--- src/rtl/draw_pkg.sv ---
// Shared screen geometry, command word layouts and FSM state encoding
// for the rectangle rasterizer.
package draw_pkg;

  localparam int SCREEN_WIDTH  = 640;
  localparam int SCREEN_HEIGHT = 480;
  localparam int DATA_WIDTH    = 22;
  localparam int COLOR_WIDTH   = 3;
  localparam int FB_ADDR_WIDTH = $clog2(SCREEN_WIDTH * SCREEN_HEIGHT);
  localparam int DIM_WIDTH     = 11;

  localparam logic [DIM_WIDTH-1:0]     SCREEN_W_DIM = DIM_WIDTH'(SCREEN_WIDTH);
  localparam logic [DIM_WIDTH-1:0]     SCREEN_H_DIM = DIM_WIDTH'(SCREEN_HEIGHT);
  localparam logic [FB_ADDR_WIDTH-1:0] ROW_STRIDE   = FB_ADDR_WIDTH'(SCREEN_WIDTH);

  typedef struct packed {
    logic [COLOR_WIDTH-1:0] colour;
    logic [8:0]             y;
    logic [9:0]             x;
  } rect_hdr_t;

  typedef struct packed {
    logic [2:0] reserved;
    logic [8:0] height;
    logic [9:0] width;
  } rect_size_t;

  typedef struct packed {
    logic                 drop;
    logic [DIM_WIDTH-1:0] w_eff;
    logic [DIM_WIDTH-1:0] h_eff;
  } clip_t;

  typedef enum logic [2:0] {
    ST_IDLE     = 3'd0,
    ST_HDR      = 3'd1,
    ST_REQ_SIZE = 3'd2,
    ST_SIZE     = 3'd3,
    ST_DRAW     = 3'd4
  } rast_state_e;

endpackage

--- src/rtl/rect_rasterizer_if.sv ---
// Command FIFO read side and framebuffer write port of the rasterizer.
interface rect_rasterizer_if;
  import draw_pkg::*;

  logic                     fifo_empty;
  logic                     fifo_rd_en;
  logic [DATA_WIDTH-1:0]    fifo_rd_data;
  logic                     fb_wr_en;
  logic                     fb_wr_ready;
  logic [FB_ADDR_WIDTH-1:0] fb_wr_addr;
  logic [COLOR_WIDTH-1:0]   fb_wr_data;

  modport master (
    input  fifo_empty,
    output fifo_rd_en,
    input  fifo_rd_data,
    output fb_wr_en,
    input  fb_wr_ready,
    output fb_wr_addr,
    output fb_wr_data
  );

  modport slave (
    output fifo_empty,
    input  fifo_rd_en,
    output fifo_rd_data,
    input  fb_wr_en,
    output fb_wr_ready,
    input  fb_wr_addr,
    input  fb_wr_data
  );

endinterface

--- src/rtl/rect_rasterizer.sv ---
// Pops two-word rectangle commands, clips them to the screen and emits one
// framebuffer write per covered pixel in row-major order.
module rect_rasterizer
  import draw_pkg::*;
(
  input  logic              clk,
  input  logic              rst,
  input  logic              ce,
  rect_rasterizer_if.master bus,
  output logic              busy,
  output logic              cmd_dropped
);

  rast_state_e              state_q;
  rect_hdr_t                hdr_q;
  logic [DIM_WIDTH-1:0]     w_eff_q;
  logic [DIM_WIDTH-1:0]     h_eff_q;
  logic [DIM_WIDTH-1:0]     col_q;
  logic [DIM_WIDTH-1:0]     row_q;
  logic [FB_ADDR_WIDTH-1:0] row_base_q;
  logic [FB_ADDR_WIDTH-1:0] addr_q;
  logic [COLOR_WIDTH-1:0]   data_q;
  logic                     wr_en_q;
  logic                     busy_q;
  logic                     dropped_q;

  rect_size_t               size_s;
  clip_t                    clip_d;
  logic [FB_ADDR_WIDTH-1:0] row_base_init_d;
  logic [FB_ADDR_WIDTH-1:0] row_base_next_d;
  logic                     last_col_s;
  logic                     last_row_s;
  logic                     unused_s;

  // All arithmetic is 11-bit so SCREEN - x and the min() cannot wrap.
  function automatic clip_t clip_rect(input rect_hdr_t hdr, input rect_size_t size);
    logic [DIM_WIDTH-1:0] x_v;
    logic [DIM_WIDTH-1:0] y_v;
    logic [DIM_WIDTH-1:0] w_v;
    logic [DIM_WIDTH-1:0] h_v;
    logic [DIM_WIDTH-1:0] room_w_v;
    logic [DIM_WIDTH-1:0] room_h_v;
    clip_t                res_v;
    x_v      = {1'b0, hdr.x};
    y_v      = {2'b00, hdr.y};
    w_v      = {1'b0, size.width};
    h_v      = {2'b00, size.height};
    room_w_v = SCREEN_W_DIM - x_v;
    room_h_v = SCREEN_H_DIM - y_v;
    res_v.drop  = (x_v >= SCREEN_W_DIM) || (y_v >= SCREEN_H_DIM) ||
                  (w_v == 11'd0) || (h_v == 11'd0);
    res_v.w_eff = (w_v < room_w_v) ? w_v : room_w_v;
    res_v.h_eff = (h_v < room_h_v) ? h_v : room_h_v;
    return res_v;
  endfunction

  assign size_s   = rect_size_t'(bus.fifo_rd_data);
  assign unused_s = ^size_s.reserved;

  // Clipping, start address and per-row stepping decoded from current state.
  always_comb begin
    clip_d          = clip_rect(hdr_q, size_s);
    row_base_init_d = ({10'd0, hdr_q.y} * ROW_STRIDE) + {9'd0, hdr_q.x};
    row_base_next_d = row_base_q + ROW_STRIDE;
    last_col_s      = (col_q == (w_eff_q - 11'd1));
    last_row_s      = (row_q == (h_eff_q - 11'd1));
  end

  // Pop request is combinational so a pop completes in the same cycle it is asked for.
  always_comb begin
    bus.fifo_rd_en = 1'b0;
    if ((state_q == ST_IDLE) || (state_q == ST_REQ_SIZE)) begin
      bus.fifo_rd_en = !bus.fifo_empty;
    end else begin
      bus.fifo_rd_en = 1'b0;
    end
  end

  // Command FSM with registered write port, busy and drop pulse.
  always_ff @(posedge clk) begin
    if (rst) begin
      state_q    <= ST_IDLE;
      hdr_q      <= '0;
      w_eff_q    <= 11'd0;
      h_eff_q    <= 11'd0;
      col_q      <= 11'd0;
      row_q      <= 11'd0;
      row_base_q <= 19'd0;
      addr_q     <= 19'd0;
      data_q     <= 3'd0;
      wr_en_q    <= 1'b0;
      busy_q     <= 1'b0;
      dropped_q  <= 1'b0;
    end else if (ce) begin
      dropped_q <= 1'b0;
      case (state_q)
        ST_IDLE: begin
          if (bus.fifo_rd_en) begin
            state_q <= ST_HDR;
            busy_q  <= 1'b1;
          end
        end
        ST_HDR: begin
          hdr_q   <= rect_hdr_t'(bus.fifo_rd_data);
          state_q <= ST_REQ_SIZE;
        end
        ST_REQ_SIZE: begin
          if (bus.fifo_rd_en) begin
            state_q <= ST_SIZE;
          end
        end
        ST_SIZE: begin
          if (clip_d.drop) begin
            dropped_q <= 1'b1;
            busy_q    <= 1'b0;
            state_q   <= ST_IDLE;
          end else begin
            w_eff_q    <= clip_d.w_eff;
            h_eff_q    <= clip_d.h_eff;
            col_q      <= 11'd0;
            row_q      <= 11'd0;
            row_base_q <= row_base_init_d;
            addr_q     <= row_base_init_d;
            data_q     <= hdr_q.colour;
            wr_en_q    <= 1'b1;
            state_q    <= ST_DRAW;
          end
        end
        ST_DRAW: begin
          if (bus.fb_wr_ready) begin
            if (last_col_s) begin
              col_q      <= 11'd0;
              row_q      <= row_q + 11'd1;
              row_base_q <= row_base_next_d;
              addr_q     <= row_base_next_d;
              if (last_row_s) begin
                wr_en_q <= 1'b0;
                busy_q  <= 1'b0;
                state_q <= ST_IDLE;
              end
            end else begin
              col_q  <= col_q + 11'd1;
              addr_q <= addr_q + 19'd1;
            end
          end
        end
        default: begin
          wr_en_q <= 1'b0;
          busy_q  <= 1'b0;
          state_q <= ST_IDLE;
        end
      endcase
    end
  end

  assign bus.fb_wr_en   = wr_en_q;
  assign bus.fb_wr_addr = addr_q;
  assign bus.fb_wr_data = data_q;
  assign busy           = busy_q;
  assign cmd_dropped    = dropped_q;

endmodule

--- src/flat_wrapper.sv ---
// flat-port wrapper written by rule: the top's interface ports become plain ports
module rect_rasterizer_flat import draw_pkg::*;
  (clk, rst, ce, busy, cmd_dropped, bus_fifo_empty, bus_fifo_rd_en, bus_fifo_rd_data, bus_fb_wr_en, bus_fb_wr_ready, bus_fb_wr_addr, bus_fb_wr_data);
  rect_rasterizer_if bus_i ();
  input  logic clk;
  input  logic rst;
  input  logic ce;
  output logic busy;
  output logic cmd_dropped;
  input wire logic [$bits(bus_i.fifo_empty)-1:0] bus_fifo_empty;
  output wire logic [$bits(bus_i.fifo_rd_en)-1:0] bus_fifo_rd_en;
  input wire logic [$bits(bus_i.fifo_rd_data)-1:0] bus_fifo_rd_data;
  output wire logic [$bits(bus_i.fb_wr_en)-1:0] bus_fb_wr_en;
  input wire logic [$bits(bus_i.fb_wr_ready)-1:0] bus_fb_wr_ready;
  output wire logic [$bits(bus_i.fb_wr_addr)-1:0] bus_fb_wr_addr;
  output wire logic [$bits(bus_i.fb_wr_data)-1:0] bus_fb_wr_data;
  assign bus_i.fifo_empty = bus_fifo_empty;
  assign bus_fifo_rd_en = bus_i.fifo_rd_en;
  assign bus_i.fifo_rd_data = bus_fifo_rd_data;
  assign bus_fb_wr_en = bus_i.fb_wr_en;
  assign bus_i.fb_wr_ready = bus_fb_wr_ready;
  assign bus_fb_wr_addr = bus_i.fb_wr_addr;
  assign bus_fb_wr_data = bus_i.fb_wr_data;
  rect_rasterizer u_core (.clk(clk), .rst(rst), .ce(ce), .bus(bus_i), .busy(busy), .cmd_dropped(cmd_dropped));
endmodule
--- config.mk ---
export PLATFORM = sky130hd
export DESIGN_NAME = rect_rasterizer_flat
export DESIGN_NICKNAME = d
export VERILOG_FILES = /design/src/rtl/draw_pkg.sv /design/src/rtl/rect_rasterizer_if.sv /design/src/rtl/rect_rasterizer.sv /design/src/flat_wrapper.sv
export SDC_FILE = /design/constraint.sdc
export NUM_CORES = 1
export LEC_CHECK = 0
export ABC_CLOCK_PERIOD_IN_PS = 5300
export CORE_MARGIN = 8
export CORE_UTILIZATION = 30
export CTS_CLUSTER_DIAMETER = 80
export DETAILED_ROUTE_END_ITERATION = 8
export PLACE_DENSITY = 0.57
export SLEW_MARGIN = 10
export SYNTH_ARGS = -nofsm -noshare
export SYNTH_HDL_FRONTEND = slang
export SYNTH_SLANG_ARGS = --single-unit
--- constraint.sdc ---
create_clock -name clk -period 5.3 [get_ports clk]
set_input_delay 1.06 -clock clk [delete_from_list [all_inputs] [get_ports clk]]
set_output_delay 1.06 -clock clk [all_outputs]
set_load 0.05 [all_outputs]
# Word level (Yosys, flattened, before mapping)
# Cells that the tools add are included.
totals:
  register_bits: 113
  out_inout_bits: 26
  word_cells: 96
classes:
  addsub: 9
  n_mul: 1
  n_lt_le_gt_ge: 4
  n_eq_ne: 13
  muxes: 34
  bitwise: 3
  n_reduce_logical: 18
op_table:
  columns: ["operator", "n"]
  rows:
  - ["2-to-1 mux 19 bit", 5]
  - ["2-to-1 mux 11 bit", 7]
  - ["one-hot mux 19 bit (2 select lines)", 2]
  - ["one-hot mux 11 bit (2 select lines)", 2]
  - ["adder 11 x 1 -> 11 bit, second input constant", 2]
  - ["== test 11 bit", 2]
  - ["subtractor 11 x 1 -> 11 bit, second input constant", 2]
  - ["adder 19 x 1 -> 19 bit, second input constant", 1]
  - ["adder 19 x 10 -> 19 bit", 1]
  - ["adder 19 x 10 -> 19 bit, second input constant", 1]
  - ["2-to-1 mux 3 bit", 6]
  - ["one-hot mux 3 bit (5 select lines)", 1]
  - ["multiplier 9 x 3 -> 12 bit, second input constant", 1]
  - ["AND reduction 6 bit", 2]
  - ["< comparator 10 x 11 -> 1 bit", 1]
  - ["< comparator 9 x 11 -> 1 bit", 1]
  - ["subtractor 10 x 10 -> 11 bit, first input constant", 1]
  - [">= comparator 10 bit, second input constant", 1]
  - ["zero test 10 bit", 1]
  - ["subtractor 9 x 9 -> 10 bit, first input constant", 1]
  - [">= comparator 9 bit, second input constant", 1]
  - ["zero test 9 bit", 1]
  - ["2-to-1 mux 1 bit", 9]
  - ["!= test 2 bit, second input constant", 4]
  - ["other kinds (18)", 26]

# Logic depth before layout (Yosys ltp)
# Gate-level depths: netlist of the first run.
logic_depth:
  depth_word: 6
  mapped_depth: 15
  ltp_nobuf: 14

# Worst setup path after synthesis of the first run
# No wires, ideal clock.
synth_path:
  path_kind: "reg2reg"
  start: "register u_core.w_eff_q[0]"
  end: "register u_core.busy_q, in the netlist u_core.busy"
  setup_time_ps: 70
  arrival_time_ps: 3177
  t_required_ps: 5230
  path_slack_ps: 2053
  stages_incl_launch_ff: 11
  period_less_slack_ps: 3247
  cell_sequence: "dfxtp_1 -> inv_1 -> ha_1 -> clkbuf_1 -> or3b_2 -> a2111oi_0 -> a211oi_1 -> or4_4 -> o41a_1 -> or3_1 -> a21oi_1"
synth_between:
  elab_chain_cells: 4
synth_lines:
  columns: ["element", "line", "text"]
  rows:
  - ["start: declaration", "rect_rasterizer.sv:16", "logic [DIM_WIDTH-1:0] w_eff_q;"]
  - ["start signal: assignment", "rect_rasterizer.sv:118", "w_eff_q <= clip_d.w_eff;"]
  - ["subtractor 11 x 1 -> 11 bit", "rect_rasterizer.sv:65", "last_col_s = (col_q == (w_eff_q - 11'd1));"]
  - ["== test 11 bit", "rect_rasterizer.sv:65", null]
  - ["!= test 2 x 1 -> 1 bit (no line)", null, null]
  - ["AND reduction 7 bit (no line)", null, null]
  - ["end signal: assignment", "rect_rasterizer.sv:92", "busy_q <= 1'b0;"]
  - ["end signal: assignment", "rect_rasterizer.sv:100", "busy_q <= 1'b1;"]
  - ["end signal: assignment", "rect_rasterizer.sv:115", "busy_q <= 1'b0;"]
  - ["end: declaration", "rect_rasterizer.sv:24", "logic busy_q;"]
# No other way between the ends.
# A chain may end at the register's enable or synchronous reset.

# Final worst setup path of the first run
layout_path:
  start: "register u_core.w_eff_q[0]"
  end: "register u_core.addr_q[16], in the netlist u_core.bus.fb_wr_addr[16]"
layout_between:
  elab_chain_cells: 5
layout_lines:
  columns: ["element", "line", "text"]
  rows:
  - ["subtractor 11 x 1 -> 11 bit", "rect_rasterizer.sv:65", null]
  - ["== test 11 bit", "rect_rasterizer.sv:65", null]
  - ["2-to-1 mux 19 bit", "rect_rasterizer.sv:131", "if (last_col_s) begin"]
  - ["2-to-1 mux 19 bit", "rect_rasterizer.sv:130", "if (bus.fb_wr_ready) begin"]
  - ["one-hot mux 19 bit (2 select lines)", "rect_rasterizer.sv:96", "case (state_q)"]
  - ["end signal: assignment", "rect_rasterizer.sv:123", "addr_q <= row_base_init_d;"]
  - ["end signal: assignment", "rect_rasterizer.sv:135", "addr_q <= row_base_next_d;"]
  - ["end signal: assignment", "rect_rasterizer.sv:143", "addr_q <= addr_q + 19'd1;"]
  - ["end: declaration", "rect_rasterizer.sv:21", "logic [FB_ADDR_WIDTH-1:0] addr_q;"]
# No other way between the ends. The select of a mux whose other input is x is not followed.

==> qor.yml, run 1 <==
status: "finished clean"
worst_slew_pin_slew_ps: 971
final_cells: 1286
hold_ws_ps: 457
cp_data_required_time_ps: 5560
synth_top_cell_area_share_pct: 31.0
worstSetupEndpointType: "flip-flop"
gp_congestion: 0.868
timing.fmax_mhz: 261
layout-drive-gt1-share_pct: 4.68
cap_violations: 0
avgSynthCellArea_sq_um: 7.74
netlist_instances: 935
rsz0062_at_grt: "false"
n_antenna_cell: 0
multi_input_area_sq_mm: 0.00474
tns_ps: 0
synth_ff_type: "dfxtp_1"
cp-start-kind: "flip-flop"
worstSetupPathType: "flip-flop to flip-flop"
cts-hold-fix-buffers: 0
row_count: 57
netlist-cell-type-count: 66
hold_viol: 0
setup_viol: 0
yosysTopAreaCell: "dfxtp_1"
dieArea_sq_mm: 0.0293
dieHeight_microns: 171
syn-num-nets: 1006
clk_pin_slew_worst_paths_ps: 80
period_share_pct: 72.4
grt_max_degree: 73
wl_mm: 20.8
wl_per_cell_microns: 16.2
grt_pass1_vias: 6244
pwr_density_cell_mw_per_mm2: 211
fin_nets: 1028
track_usage_pct: 14.3
insertion_delay_ps: 360
ff_latch_area_sq_mm: 0.00224
initial_core_util_pct: 30.1
core_sq_mm: 0.0240
synthTopCellsByCount: "nand2_1 (124), dfxtp_1 (112), nor2_1 (106), a21oi_1 (76)"
synth_top_cells_by_area: "dfxtp_1 (31%), ha_1 (7.3%), nand2_1 (6.4%)"
ios: 53
h-tree-depth: 3
fin_crit_ps: 3840
grt_pass1_wl_mm: 33.8
area_delta_synth_final_pct: 15.2
synth-async-reset-ratio_pct: 0
post-route-drc-count: 0
cts_resized: 0
ir_drop_mv: 0.141
ys_seq_area_share_pct: 31.0
grt-ovfl-total: 0
dp_hpwl_mm: 15.4
grt_antenna_before_repair: 0
cts_tree: "done"
clkSinkCount: 112
clockRootBuffer: "clkbuf_16"
synth-seq-cells: 112
synth_warnings: 0
critPathMaxFanout: 22
firstDrtPassIters: 8
die_w_microns: 171
via_per_inst: 5.23
fin_skew_ps: 12.8
drv_slew: 0
syn_area_sq_mm: 0.00724
cts_buffers: 9
drtAntennaViolNets: 0
vias: 6731
drt-initial-drc-count: 505
hp-class: "flip-flop to flip-flop"
cts_post_setup_buffers_inserted: 0
dp_cells: 1270
synth_edf_count: 0
port_buffers: 52
p_leak_nw: 3.11
clockBufferDepth: 2
yosysMostFrequentCell: "nand2_1"
fillers: 2589
slew-limit-headroom_pct: 35.1
arrival_ps: 4090
[power by group]
group,switching [W],leakage (nW),internal [W],total [W]
Sequential,0.0000137,0.903,0.000848,0.000862
Combinational,0.000116,2.06,0.0000830,0.000199
Clock,0.000342,0.145,0.000353,0.000695
Total,0.000472,3.11,0.00128,0.00176
[worst paths after layout]
path	startpoint	endpoint	slack, ps	depth (start not counted)
setup reg to reg	u_core.w_eff_q[0]$_SDFFE_PP0P_	u_core.bus.fb_wr_addr[16]$_SDFFE_PP0P_	1460	9
hold / removal	u_core.hdr_q[20]$_SDFFE_PP0P_	u_core.hdr_q[20]$_SDFFE_PP0P_	460	2
setup / recovery	u_core.w_eff_q[0]$_SDFFE_PP0P_	u_core.bus.fb_wr_addr[16]$_SDFFE_PP0P_	1460	9
hold reg to reg	u_core.hdr_q[20]$_SDFFE_PP0P_	u_core.hdr_q[20]$_SDFFE_PP0P_	460	2
[per-layer routing]
layer / vias up / GRT usage [%] / share of wire [%]
li1: 3393 / - / -
met1: 3163 / 19.3 / 49
met2: 154 / 23.2 / 46
met3: 21 / 1.90 / 3.4
met4: 0 / 4.88 / 1.9
met5: - / 0 / 0
[critical path, stage by stage, from the launching register on]
cell and delay (ps):
dfxtp_1 390, inv_1 80, ha_1 370, or3b_2 470
a2111oi_0 400, a211oi_1 150, or4_4 720, a21oi_2 700
a31oi_1 210, and3b_1 240
[per-stage QoR]
stage                     utilization [%]  instance area (sq um)  setup slack [ps]  power (W)
final                                34.7                   8340              1460    0.00176
after detailed placement             33.5                   8040              1410    0.00108
after CTS                            34.7                   8340              1460    0.00178
after floorplan                         -                   7240              2050    0.00101
after global routing                 34.7                   8340              1270    0.00184
after global placement               33.5                   8040              1460    0.00108
[cell families after synthesis]
group	Yosys count	share of synthesized area [%]
AOI/OAI and AO/OA	230	20.9
xor gates and xnor gates	85	10.3
adders and majority gates	44	7.81
buffers and inverters	70	3.67
DFF	112	31.0
muxes	12	1.66
and+or+nand+nor	382	24.7
[flip-flops by register name, indices dropped and copies added (netlist names)]
signal	flops
u_core.h_eff_q	10
u_core.state_q	3
u_core.busy	1
u_core.w_eff_q	11
u_core.cmd_dropped	1
u_core.col_q	11
u_core.bus.fb_wr_addr	19
u_core.row_q	11
u_core.bus.fb_wr_en	1
u_core.row_base_q	19
u_core.hdr_q	22
u_core.bus.fb_wr_data	3
[placed cells by master (no fill, tap or decap), types with 8 or more instances in the layout]
master / count
nand2_1: 124
a21oi_1: 76
nand4_1: 17
clkbuf_16: 9
a211oi_1: 16
nor3_1: 22
o21a_1: 8
clkdlybuf4s50_1: 51
buf_4: 9
or3_1: 9
mux2i_1: 12
inv_1: 20
and3_1: 8
and2_1: 9
nand3_1: 41
o21ai_0: 41
or2_2: 8
a311oi_1: 14
ha_1: 42
nor2_1: 105
xor2_1: 38
xnor2_1: 47
dfxtp_1: 112
[final cells by class]
class,instances,area share [%]
clock buffers,11,3.03
clock inverters,5,0.540
inverters,20,0.900
multi-input cells,753,56.8
flip-flops and latches,112,26.9
well taps,324,4.86
repair buffers,61,6.99
(Power assumes the default switching activity.)
==> run 2, diff against run 1 <==
--- a/config.mk
+++ b/config.mk
@@ -5,12 +5,12 @@
 export SDC_FILE = /design/constraint.sdc
 export NUM_CORES = 1
 export LEC_CHECK = 0
-export ABC_CLOCK_PERIOD_IN_PS = 5300
+export ABC_CLOCK_PERIOD_IN_PS = 3400
 export CORE_MARGIN = 8
 export CORE_UTILIZATION = 30
 export CTS_CLUSTER_DIAMETER = 80
 export DETAILED_ROUTE_END_ITERATION = 8
-export PLACE_DENSITY = 0.57
+export PLACE_DENSITY = 0.59
 export SLEW_MARGIN = 10
 export SYNTH_ARGS = -nofsm -noshare
 export SYNTH_HDL_FRONTEND = slang
==> constraint.sdc (replaced) <==
create_clock -name clk -period 3.4 [get_ports clk]
set_input_delay 0.68 -clock clk [delete_from_list [all_inputs] [get_ports clk]]
set_output_delay 0.68 -clock clk [all_outputs]
set_load 0.05 [all_outputs]
==> qor.yml, run 2 (same netlist as run 1, synthesis figures left out) <==
status: "finished clean"  # unchanged
clk_pin_slew_worst_paths_ps: 80  # about the same
seq_power_share_pct: 47.0  # was 49.1%
die_w_microns: 171  # unchanged
grt_max_degree: 58  # was 73
grt_antenna_before_repair: 0  # unchanged
final_common_cell: "nand2_1"  # unchanged
fin_nets: 1065  # was 1028
cts_tree: "done"  # unchanged
worst_r2r_path_depth: 8  # was 9
largest_reg_flops: 22  # unchanged
p_leak_nw: 3.33  # was 3.11 nW
ios: 53  # unchanged
wl_mm: 20.8  # about the same
wl_met3_microns: 725  # was 714 microns
worst_slew_pin_slew_ps: 639  # was 971 ps
ir_drop_mv: 0.217  # was 0.141 mV
clockRootBuffer: "clkbuf_16"  # unchanged
track_usage_pct: 14.3  # about the same
crit_family: "simple AND/OR/NAND/NOR gates"  # was compound AO/OA/AOI/OAI gates
cap_violations: 0  # unchanged
setup_viol: 0  # unchanged
row_count: 57  # unchanged
h-tree-depth: 3  # unchanged
hp-start: "u_core.hdr_q[20]$_SDFFE_PP0P_"  # unchanged
n_antenna_cell: 0  # unchanged
r2r-start: "u_core.w_eff_q[4]$_SDFFE_PP0P_"  # was u_core.w_eff_q[0]$_SDFFE_PP0P_
r2r-end: "u_core.busy$_SDFFE_PP0P_"  # was u_core.bus.fb_wr_addr[16]$_SDFFE_PP0P_
gp_congestion: 0.870  # was 0.868
mostFrequentLayoutCells: "nand2_1 (124), dfxtp_1 (111), nor2_1 (105)"  # was nand2_1 (124), dfxtp_1 (112), nor2_1 (105)
clkSinkCount: 112  # unchanged
fin_skew_ps: 15.5  # was 12.8 ps
hold_ws_ps: 456  # was 457 ps
wl_per_cell_microns: 15.7  # was 16.2 microns
clkPwrFrac_pct: 41.2  # was 39.6%
worstSetupPathType: "flip-flop to flip-flop"  # unchanged
dp_hpwl_mm: 15.6  # was 15.4 mm
post-route-drc-count: 0  # unchanged
dp_cells: 1305  # was 1270
period_share_pct: 95.7  # was 72.4%
utilization_pct: 36.3  # was 34.7%
slew-limit-headroom_pct: 57.3  # was 35.1%
total_switching_power_w: 0.000728  # was 0.000472 W
power.internal_w: 0.00212  # was 0.00128 W
hold_viol: 0  # unchanged
critPathMaxFanout: 5  # was 22
top_register: "u_core.hdr_q"  # unchanged
timing.fmax_mhz: 307  # was 261 MHz
tns_ps: 0  # unchanged
drt-initial-drc-count: 560  # was 505
min_delay_path_depth: 2  # unchanged
area_delta_synth_final_pct: 20.7  # was 15.2%
holdPathEnd: "u_core.hdr_q[20]$_SDFFE_PP0P_"  # unchanged
worstSetupEndpointType: "flip-flop"  # unchanged
cp_data_required_time_ps: 3680  # was 5560 ps
arrival_ps: 3540  # was 4090 ps
wl_met2_mm: 9.76  # was 9.59 mm
core_sq_mm: 0.0240  # unchanged
slowest_stage: "or4_4"  # unchanged
dieHeight_microns: 171  # unchanged
clockBufferDepth: 2  # unchanged
rsz0062_at_grt: "true"  # was false
port_buffers: 52  # unchanged
p_total_w: 0.00285  # was 0.00176 W
dieArea_sq_mm: 0.0293  # unchanged
drv_slew: 0  # unchanged
initial_core_util_pct: 30.1  # unchanged
firstDrtPassIters: 6  # was 8
cp-start-kind: "flip-flop"  # unchanged
pwr_density_cell_mw_per_mm2: 326  # was 211 mW/mm^2
layout-drive-gt1-share_pct: 9.21  # was 4.68%
grt-ovfl-total: 0  # unchanged
max_stage_delay_ps: 520  # was 720 ps
fin_crit_ps: 3250  # was 3840 ps
grt_pass1_vias: 6411  # was 6244
wl_met1_mm: 9.97  # was 10.1 mm
vias: 6829  # was 6731
power_frac_comb_pct: 11.9  # was 11.3%
worstPathCellList: "or4_4 > or4b_1 > a21oi_1 > a211oi_1 > or4_4 > o41a_1 > or3_1 > a21oi_1"  # was inv_1 > ha_1 > or3b_2 > a2111oi_0 > a211oi_1 > or4_4 > a21oi_2 > a31oi_1 > and3b_1
insertion_delay_ps: 360  # about the same
cp_num_buf_inv: 0  # was 1
ff2ff_setup_slack_ps: 150  # was 1460 ps
cts_buffers: 9  # unchanged
sw_frac_of_total_pct: 25.6  # was 26.9%
hp-class: "flip-flop to flip-flop"  # unchanged
grt_pass1_wl_mm: 33.8  # about the same
top_layer_used: "met4"  # unchanged
via_per_inst: 5.16  # was 5.23
final_cells: 1323  # was 1286
drtAntennaViolNets: 0  # unchanged
run 2: changes by cell type in the layout (fill, tap and decap cells not counted), moves of 2 or more:
| cell | delta |
|---|---|
| a311oi_1 | -2 |
| nor4_1 | -2 |
| nor4_2 | +2 |
| buf_12 | +2 |
| buf_4 | +34 |
| inv_6 | -2 |
| clkbuf_8 | -2 |
| a311oi_2 | +2 |
| bufinv_16 | +2 |
run 2: area by class of cell:
| type | instances | area [sq um] |
|---|---|---|
| clock inverters | 6 | 92.6 |
| well taps | 324 | 405 |
| flip-flops and latches | 112 | 2240 |
| fillers | 2506 | 15300 |
| repair buffers | 98 | 891 |
| inverters | 20 | 75.1 |
| clock buffers | 10 | 229 |
| multi-input cells | 753 | 4800 |
run 2: repair_timing:
item                       in CTS  in global routing
setup endpoints to repair       3                 15
resized for setup               2                 10
hold buffers                    0                  0
pin swaps                       0                  2
setup buffers                   1                  0
cloned                          0                  1
run 2: tightest hold or removal path, cell delays in order, from the launching register on:
cell	delay, ps
dfxtp_1	310
nand2_1	50
a21oi_1	50
run 2: power groups by stage:
stage / logic (W) / registers (W) / clock network [W]
3_5_place_dp: 0.000329 / 0.00137 / 0
5_1_grt: 0.000377 / 0.00134 / 0.00126
2_1_floorplan: 0.000204 / 0.00137 / 0
3_3_place_gp: 0.000326 / 0.00137 / 0
4_1_cts: 0.000331 / 0.00134 / 0.00121
6_report: 0.000339 / 0.00134 / 0.00117
run 2: metrics by stage:
stage	cell area [sq um]	setup WS, ps
floorplan	7240	153
global placement	8330	43.8
detailed placement	8330	-7.82
CTS	8670	37.7
global route	8730	-17.5
finish	8730	146
run 2: metal layers:
layer / vias up / global-route usage, %
met2: 144 / 23.5
li1: 3467 / -
met5: - / 0
met3: 25 / 1.95
met4: 0 / 4.65
met1: 3193 / 19.0
run 2: worst max path at each step:
stage                                             end  depth (start not counted)                            from  slack [ps]
6_report                     u_core.busy$_SDFFE_PP0P_                          8  u_core.w_eff_q[4]$_SDFFE_PP0P_         150
4_1_cts              u_core.bus.fb_wr_en$_SDFFE_PP0P_                         10  u_core.w_eff_q[2]$_SDFFE_PP0P_          40
3_5_place_dp   u_core.bus.fb_wr_addr[12]$_SDFFE_PP0P_                          8  u_core.w_eff_q[2]$_SDFFE_PP0P_          -8
2_1_floorplan                u_core.busy$_SDFFE_PP0P_                         10  u_core.w_eff_q[0]$_SDFFE_PP0P_         150
5_1_grt        u_core.bus.fb_wr_addr[16]$_SDFFE_PP0P_                         12   u_core.hdr_q[13]$_SDFFE_PP0P_         -20
3_3_place_gp   u_core.bus.fb_wr_addr[16]$_SDFFE_PP0P_                         11   u_core.hdr_q[13]$_SDFFE_PP0P_          40
